==> config.mk <==
export PLATFORM = sky130hd
export DESIGN_NAME = branch_predictor_bht
export DESIGN_NICKNAME = d
export VERILOG_FILES = /design/src/rtl/branch_predictor_bht.sv
export SDC_FILE = /design/constraint.sdc
export NUM_CORES = 1
export LEC_CHECK = 0
export ABC_AREA = 1
export BUFFER_PORTS_ARGS = -buffer_cell sky130_fd_sc_hd__buf_2
export CAP_MARGIN = 20
export CORE_ASPECT_RATIO = 1.75
export CORE_MARGIN = 3
export CORE_UTILIZATION = 40
export CTS_CLUSTER_SIZE = 16
export DETAILED_ROUTE_END_ITERATION = 8
export HOLD_SLACK_MARGIN = 0.02
export PLACE_DENSITY = 0.66
export SLEW_MARGIN = 30
export SYNTH_ARGS = -nofsm -noshare
export SYNTH_HDL_FRONTEND = slang
export SYNTH_SLANG_ARGS = --single-unit
export TNS_END_PERCENT = 20
==> constraint.sdc <==
create_clock -name clk -period 3.5 [get_ports clk]
set_input_delay 0.35 -clock clk [delete_from_list [all_inputs] [get_ports clk]]
set_output_delay 0.35 -clock clk [all_outputs]
set_load 0.01 [all_outputs]
==> src/rtl/branch_predictor_bht.sv <==
// Branch history table of 2-bit saturating counters with a table-clear FSM and stats counters.
// Latency: prediction is combinational from fetch_pc; table writes and the mispredict pulse land one cycle after an update.
// Backpressure: none; while busy (clearing) updates are silently dropped and pred_taken reads 0.
//
// Ports:
//   clk, rst_n        clock (rising edge), asynchronous active-low reset
//   fetch_pc          PC being fetched -> pred_taken (counter MSB, forced 0 while busy)
//   upd_valid/pc/taken/pred  resolved conditional branch from EX, with the prediction used at IF
//   mispredict        registered one-cycle flush pulse
//   clear_req, busy   start a full-table reinitialisation / clear in progress
//   br_count, mp_count  saturating counts of accepted updates and mispredicts
module branch_predictor_bht #(
  parameter int N     = 32,
  parameter int IDX_W = 6,
  parameter int CNT_W = 16
) (
  input  logic             clk,
  input  logic             rst_n,
  input  logic [N-1:0]     fetch_pc,
  output logic             pred_taken,
  input  logic             upd_valid,
  input  logic [N-1:0]     upd_pc,
  input  logic             upd_taken,
  input  logic             upd_pred,
  output logic             mispredict,
  input  logic             clear_req,
  output logic             busy,
  output logic [CNT_W-1:0] br_count,
  output logic [CNT_W-1:0] mp_count
);

  localparam int ENTRIES = 2 ** IDX_W;
  localparam logic [IDX_W-1:0] LAST_IDX = '1;
  localparam logic [1:0] CNT_WNT = 2'b01;

  typedef enum logic {
    IDLE  = 1'b0,
    CLEAR = 1'b1
  } state_t;

  state_t           state_q, state_d;
  logic [IDX_W-1:0] ptr_q, ptr_d;
  logic [1:0]       table_q [ENTRIES];
  logic             mispredict_q;
  logic [CNT_W-1:0] br_count_q, br_count_d;
  logic [CNT_W-1:0] mp_count_q, mp_count_d;

  logic [IDX_W-1:0] fetch_idx, upd_idx;
  logic [1:0]       upd_cur, upd_nxt;
  logic             upd_acc, upd_mp;

  // Word-aligned PCs: bits [1:0] and everything above the index are not used.
  logic unused_pc_bits;
  assign unused_pc_bits = ^{fetch_pc[N-1:IDX_W+2], fetch_pc[1:0],
                            upd_pc[N-1:IDX_W+2], upd_pc[1:0]};

  assign fetch_idx = fetch_pc[IDX_W+1:2];
  assign upd_idx   = upd_pc[IDX_W+1:2];

  // Updates only count when the table is not being cleared.
  assign upd_acc = upd_valid && (state_q == IDLE);
  assign upd_mp  = upd_acc && (upd_taken != upd_pred);

  assign upd_cur = table_q[upd_idx];

  always_comb begin
    upd_nxt = upd_cur;
    if (upd_taken) begin
      if (upd_cur != 2'b11) upd_nxt = upd_cur + 2'b01;
    end else begin
      if (upd_cur != 2'b00) upd_nxt = upd_cur - 2'b01;
    end
  end

  // Clear FSM: walks ptr 0..ENTRIES-1, leaves on the edge where ptr is the last index.
  always_comb begin
    state_d = state_q;
    ptr_d   = ptr_q;
    case (state_q)
      IDLE: begin
        if (clear_req) begin
          state_d = CLEAR;
          ptr_d   = '0;
        end
      end
      CLEAR: begin
        ptr_d = ptr_q + 1'b1;
        if (ptr_q == LAST_IDX) state_d = IDLE;
      end
      default: state_d = IDLE;
    endcase
  end

  always_comb begin
    br_count_d = br_count_q;
    mp_count_d = mp_count_q;
    if (upd_acc && (br_count_q != '1)) br_count_d = br_count_q + 1'b1;
    if (upd_mp  && (mp_count_q != '1)) mp_count_d = mp_count_q + 1'b1;
  end

  always_ff @(posedge clk or negedge rst_n) begin
    if (!rst_n) begin
      state_q      <= IDLE;
      ptr_q        <= '0;
      mispredict_q <= 1'b0;
      br_count_q   <= '0;
      mp_count_q   <= '0;
    end else begin
      state_q      <= state_d;
      ptr_q        <= ptr_d;
      mispredict_q <= upd_mp;
      br_count_q   <= br_count_d;
      mp_count_q   <= mp_count_d;
    end
  end

  always_ff @(posedge clk or negedge rst_n) begin
    if (!rst_n) begin
      for (int i = 0; i < ENTRIES; i++) table_q[i] <= CNT_WNT;
    end else if (state_q == CLEAR) begin
      table_q[ptr_q] <= CNT_WNT;
    end else if (upd_acc) begin
      table_q[upd_idx] <= upd_nxt;
    end
  end

  // No write bypass: a same-cycle update to the fetched entry shows up next cycle.
  assign pred_taken = (state_q == IDLE) && table_q[fetch_idx][1];
  assign busy       = (state_q == CLEAR);
  assign mispredict = mispredict_q;
  assign br_count   = br_count_q;
  assign mp_count   = mp_count_q;

endmodule

Yosys cells after proc, flatten, opt, wreduce, memory -nomap -nowiden
Index checks and enable logic that the tools add are counted.
{"block": "word_totals", "latchBits": 0, "wordCells": 122, "inputBits": 70, "ramBits": 0, "n_memories": 0, "mem_bits_ro": 0, "register_bits": 168}
{"block": "classes", "n_bitwise": 7, "n_mul": 0, "magnitude_cmp": 5, "add_sub_neg": 5, "eq_ne": 6, "div_mod_pow": 0, "mux": 21, "shift": 0, "n_reduce_logical": 9}
{"op": "2-to-1 mux 128 bit", "count": 2}
{"op": "bitwise mux 128 bit", "count": 1}
{"op": "bitwise AND 64 bit", "count": 1}
{"op": "inverter 64 bit", "count": 1}
{"op": "OR 64 bit", "count": 1}
{"op": "adder 16 x 1 -> 16 bit, second input constant", "count": 2}
{"op": "inequality test 16 bit, second input constant", "count": 2}
{"op": "binary-select mux 2 bit (select 6 bit)", "count": 2}
{"op": "demux 2 bit (select 6 bit)", "count": 2}
{"op": ">= comparator 7 bit, second input constant", "count": 3}
{"op": "inverter 6 -> 7 bit", "count": 3}
{"op": "2-to-1 mux 2 bit", "count": 9}
{"op": "less-than comparator 7 x 1 -> 1 bit, second input constant", "count": 2}
{"op": "case mux 6 bit (2 select lines)", "count": 1}
{"op": "logical AND 1 bit", "count": 7}
{"op": "adder 6 x 1 -> 6 bit, second input constant", "count": 1}
{"op": "equality test 6 bit, second input constant", "count": 1}
{"op": "2-to-1 mux 6 bit", "count": 1}
{"op": "inequality test 2 bit, second input constant", "count": 2}
{"op": "nonzero test 2 bit", "count": 2}
{"op": "adder 2 x 1 -> 2 bit, second input constant", "count": 1}
{"op": "2-to-1 mux 1 bit", "count": 2}
{"op": "case mux 1 bit (2 select lines)", "count": 1}
{"op": "subtractor 2 x 1 -> 2 bit, second input constant", "count": 1}
{"op": "other kinds (2)", "count": 2}

Logic depth before layout (Yosys ltp)
{"block": "logic_depth", "depth_word": 10, "ltp_mapped": 18}

Least setup slack after synthesis
OpenSTA, ideal clock, no wires.
{"block": "synth_path", "path_kind": "input to output", "start": "input fetch_pc[2]", "end": "output pred_taken", "path_buffers": 2, "slack_ns": 1.547, "arrival_ns": 1.603, "required_ns": 3.150, "cell_stages": 9, "cell_sequence": "inv_1 > clkbuf_1 > clkbuf_1 > a21oi_1 > o21ai_0 > nand3_1 > nand3_1 > nand3_1 > a21oi_1"}
{"block": "synth_via", "elab_chain_len": 5}
{"item": "from (decl)", "line_no": "19", "source": "input logic [N-1:0] fetch_pc,"}
{"item": "inverter 6 -> 7 bit (implied by the code)", "line_no": "128", "source": "assign pred_taken = (state_q == IDLE) && table_q[fetch_idx][1];"}
{"item": "binary-select mux 2 bit (select 6 bit)", "line_no": "128"}
{"item": "2-to-1 mux 2 bit (implied by the code) (2 in a row)", "line_no": "128"}
{"item": "logical AND 1 bit", "line_no": "128"}
{"item": "to (decl)", "line_no": "20", "source": "output logic pred_taken,"}
No other way between the ends. The select of a mux whose other input is x is not followed.

Final worst setup path
{"block": "layout_path", "start": "input fetch_pc[3]", "end": "output pred_taken"}
The elaborated chain is that of the path after synthesis.

==> flow_metrics.tcl <==
set metrics [dict create \
    die_h_um 237 \
    slew_headroom_pct 32.8 \
    path_cells "buf_2 -> inv_1 -> o21ai_0 -> a21oi_1 -> a21oi_1 -> o21ai_0 -> nand3_1 -> nand3b_1 -> a21oi_1 -> buf_2" \
    die_w_um 138 \
    total_leakage_power_nw 5.79 \
    min_period_ns 2.81 \
    clkSinkCount 168 \
    ys_ff_latch 168 \
    worst-setup-path-type "in -> out" \
    hp-class "in -> reg" \
    diodes 0 \
    ios 105 \
    worstMarginPinSlew_ns 1.01 \
    gp_congestion 0.966 \
    cp.required_ns 3.15 \
    fill_cells 3194 \
    finalHoldViolCount 0 \
    maxSlewViolCount 0 \
    comb_power_share_pct 37.6 \
    via_per_inst 5.65 \
    worst_slack_ns 0.691 \
    rsz0062_at_grt "false" \
    cts_tree "built" \
    fp.dieArea_um2 32700 \
    vias 13200 \
    grt_pass1_wl_um 70300 \
    drt-met1-wl_um 16600 \
    clock_skew_ns 0.0122 \
    path_clk_slew_ns 0.07 \
    cts_made_buffers 17 \
    antenna_found_initial 1 \
    setup_tns_ns 0 \
    synth_nets 2019 \
    routed_wl_um 44700 \
    ff_latch_area_um2 4290 \
    grtUsageTotal_pct 28.0 \
    end_kind "output pin" \
    netlist.area_leader.share_pct 21.4 \
    core_um2 29700 \
    drtAntennaViolNets 0 \
    dpl.hpwl_um 28100 \
    fin_nets 2013 \
    async_flop_share_pct 100 \
    synth_ff_type "dfrtp_1" \
    p_int_mw 4.52 \
    insertion_delay_ns 0.46 \
    cp_slowest_stage_delay_ns 0.62 \
    grt_max_degree 201 \
    switchingPower_mw 3.30 \
    cpMostUsedCell "a21oi_1" \
    status "finished clean" \
    grt_pass1_vias 12800 \
    path_delay_family "compound AO/OA/AOI/OAI gates" \
    row_count 83 \
    synth.avg_cell_area_um2 6.26 \
    ctsLongestPathBuffers 2 \
    cp_max_fo 19 \
    synth_cell_types 31 \
    initial_core_util_pct 41.0 \
    max_clock_freq_mhz 356 \
    startpoint_type "input port" \
    yosysSeqAreaShare_pct 35.2 \
    fin_crit_sh_pct 80.3 \
    drive_above_1_share_pct 9.88 \
    overflow 0 \
    yosys.area.top_type "dfrtp_1" \
    h-tree-depth 4 \
    drt_first_pass_iters 6 \
    clkPwrFrac_pct 27.0 \
    io_buffers 52 \
    crit_buf_inv 3 \
    sequentialPowerShare_pct 35.4 \
    synth-edff-count 0 \
    ys_warn_count 0 \
    synthCells 1946 \
    cts_root_buf "clkbuf_16" \
    switching_share_pct 42.2 \
    area_growth_pct 10.2 \
    cp_data_arrival_time_ns 2.46 \
    power_density_nw_per_um2 583 \
    crit_slowest_cell "inv_1" \
    peakVddDrop_uv 380 \
    route.met2.wl_um 21300 \
    cts-resized-gates 0 \
    netlist_area_um2 12200 \
    ys_top_cells_by_area "dfrtp_1 21%, dfstp_2 14%, nand2_1 12%, nor2_1 9.0%, inv_1 8.5%" \
    wl_met3_um 3320 \
    drc 0 \
    multi_input_area_um2 6360 \
    wl_per_cell_um 19.1 \
    highest_layer "met5" \
    maxCapViolations 0 \
    setup_violations 0 \
    dpl_worst_slack_ns 0.699 \
    dr.first_iter.drc_count 1525 \
]
-- cells by family after synthesis --
group,Yosys count,synth area share (%)
simple gates,1010,35.2
buf+inv,388,12.6
compound gates,346,14.4
flops,168,35.2
xor+xnor,28,2.01
mux,3,0.277
fa+ha+maj,3,0.308
-- worst register-to-register path, delay by kind of cell (launching register included) --
family | cells | cell delay (ns)
AND/OR/NAND/NOR | 6 | 1.62
flip-flops | 1 | 0.50
XOR/XNOR | 1 | 0.16
buffers and inverters | 1 | 0.06
-- routing by layer --
layer  global-route usage, %  up-vias
met1                    33.1     6151
met3                    4.57      185
met2                    46.2      676
met4                    18.3        2
li1                        -     6182
met5                       0        -
-- final timing paths --
kind / from / endpoint / slack [ns] / depth (start not counted)
worst max-delay path: fetch_pc[3] / pred_taken / 0.69 / 10
worst min-delay path: clear_req / ptr_q[4] / 0.28 / 4
worst max register to register: busy / mp_count[15] / 1.09 / 8
worst min register to register: mp_count[15] / mp_count[15] / 0.50 / 1
max in group asynchronous: rst_n / table_q[42] / 2.21 / 4
min in group asynchronous: rst_n / table_q[9] / 0.39 / 2
-- power by group through the flow --
stage / sequential (mW) / clock [mW] / combinational, mW
floorplan: 2.69 / 0 / 2.00
global placement: 2.76 / 0 / 2.82
detailed placement: 2.78 / 0 / 2.88
CTS: 2.75 / 2.14 / 2.89
global route: 2.82 / 2.21 / 3.26
finish: 2.77 / 2.12 / 2.94
-- synth_stat cells, types with 10 or more instances --
library cell / number
nand2_1: 405
nor2_1: 292
inv_1: 276
a21oi_1: 198
nor3_1: 137
nand3_1: 129
dfrtp_1: 104
o21ai_1: 75
dfstp_2: 64
clkbuf_1: 63
o21ai_0: 61
nand3b_1: 29
buf_2: 22
xor2_1: 16
buf_4: 14
xnor2_1: 12
a31oi_1: 10
-- timing repair --
item	4_1_cts	5_1_grt
buffers inserted	0	0
hold buffers	1	0
endpoints found under the setup margin	0	0
hold endpoints to repair	38	0
-- area by class of cell --
cell class	instances	area share (%)
well taps	382	3.56
clock buffers	18	3.27
repair buffers	80	4.50
inverters	283	7.91
clock inverters	14	1.44
flip-flops and latches	168	31.9
multi-input cells	1390	47.4
-- through the flow --
stage	std cells	power, mW	area, um^2	hold WS (ns)	util (%)
2_1_floorplan	1946	4.70	12200	0.0544	-
3_3_place_gp	2302	5.59	12800	0.319	43.0
3_5_place_dp	2302	5.66	12800	0.316	43.0
4_1_cts	2335	7.78	13400	0.255	45.2
5_1_grt	2335	8.30	13400	0.287	45.2
6_report	2335	7.82	13400	0.275	45.2
-- state kept, by name, indices dropped and copies added, names as in the netlist --
register	cells
mispredict	1
busy	1
ptr_q	6
table_q	128
mp_count	16
br_count	16
-- cell usage in the layout (no fill, tap or decap), types with 4 or more instances in the layout --
cell	n
a21oi_1	198
a31oi_1	10
buf_12	10
buf_2	51
buf_4	17
bufinv_16	4
clkbuf_16	17
clkinvlp_4	5
dfrtp_1	103
dfstp_2	64
inv_1	275
inv_2	7
nand2_1	405
nand3_1	129
nand3b_1	29
nand4_1	7
nor2_1	292
nor3_1	137
o21ai_0	61
o21ai_1	75
xnor2_1	12
xor2_1	16
Note: power is estimated with default switching activity, not from simulation.
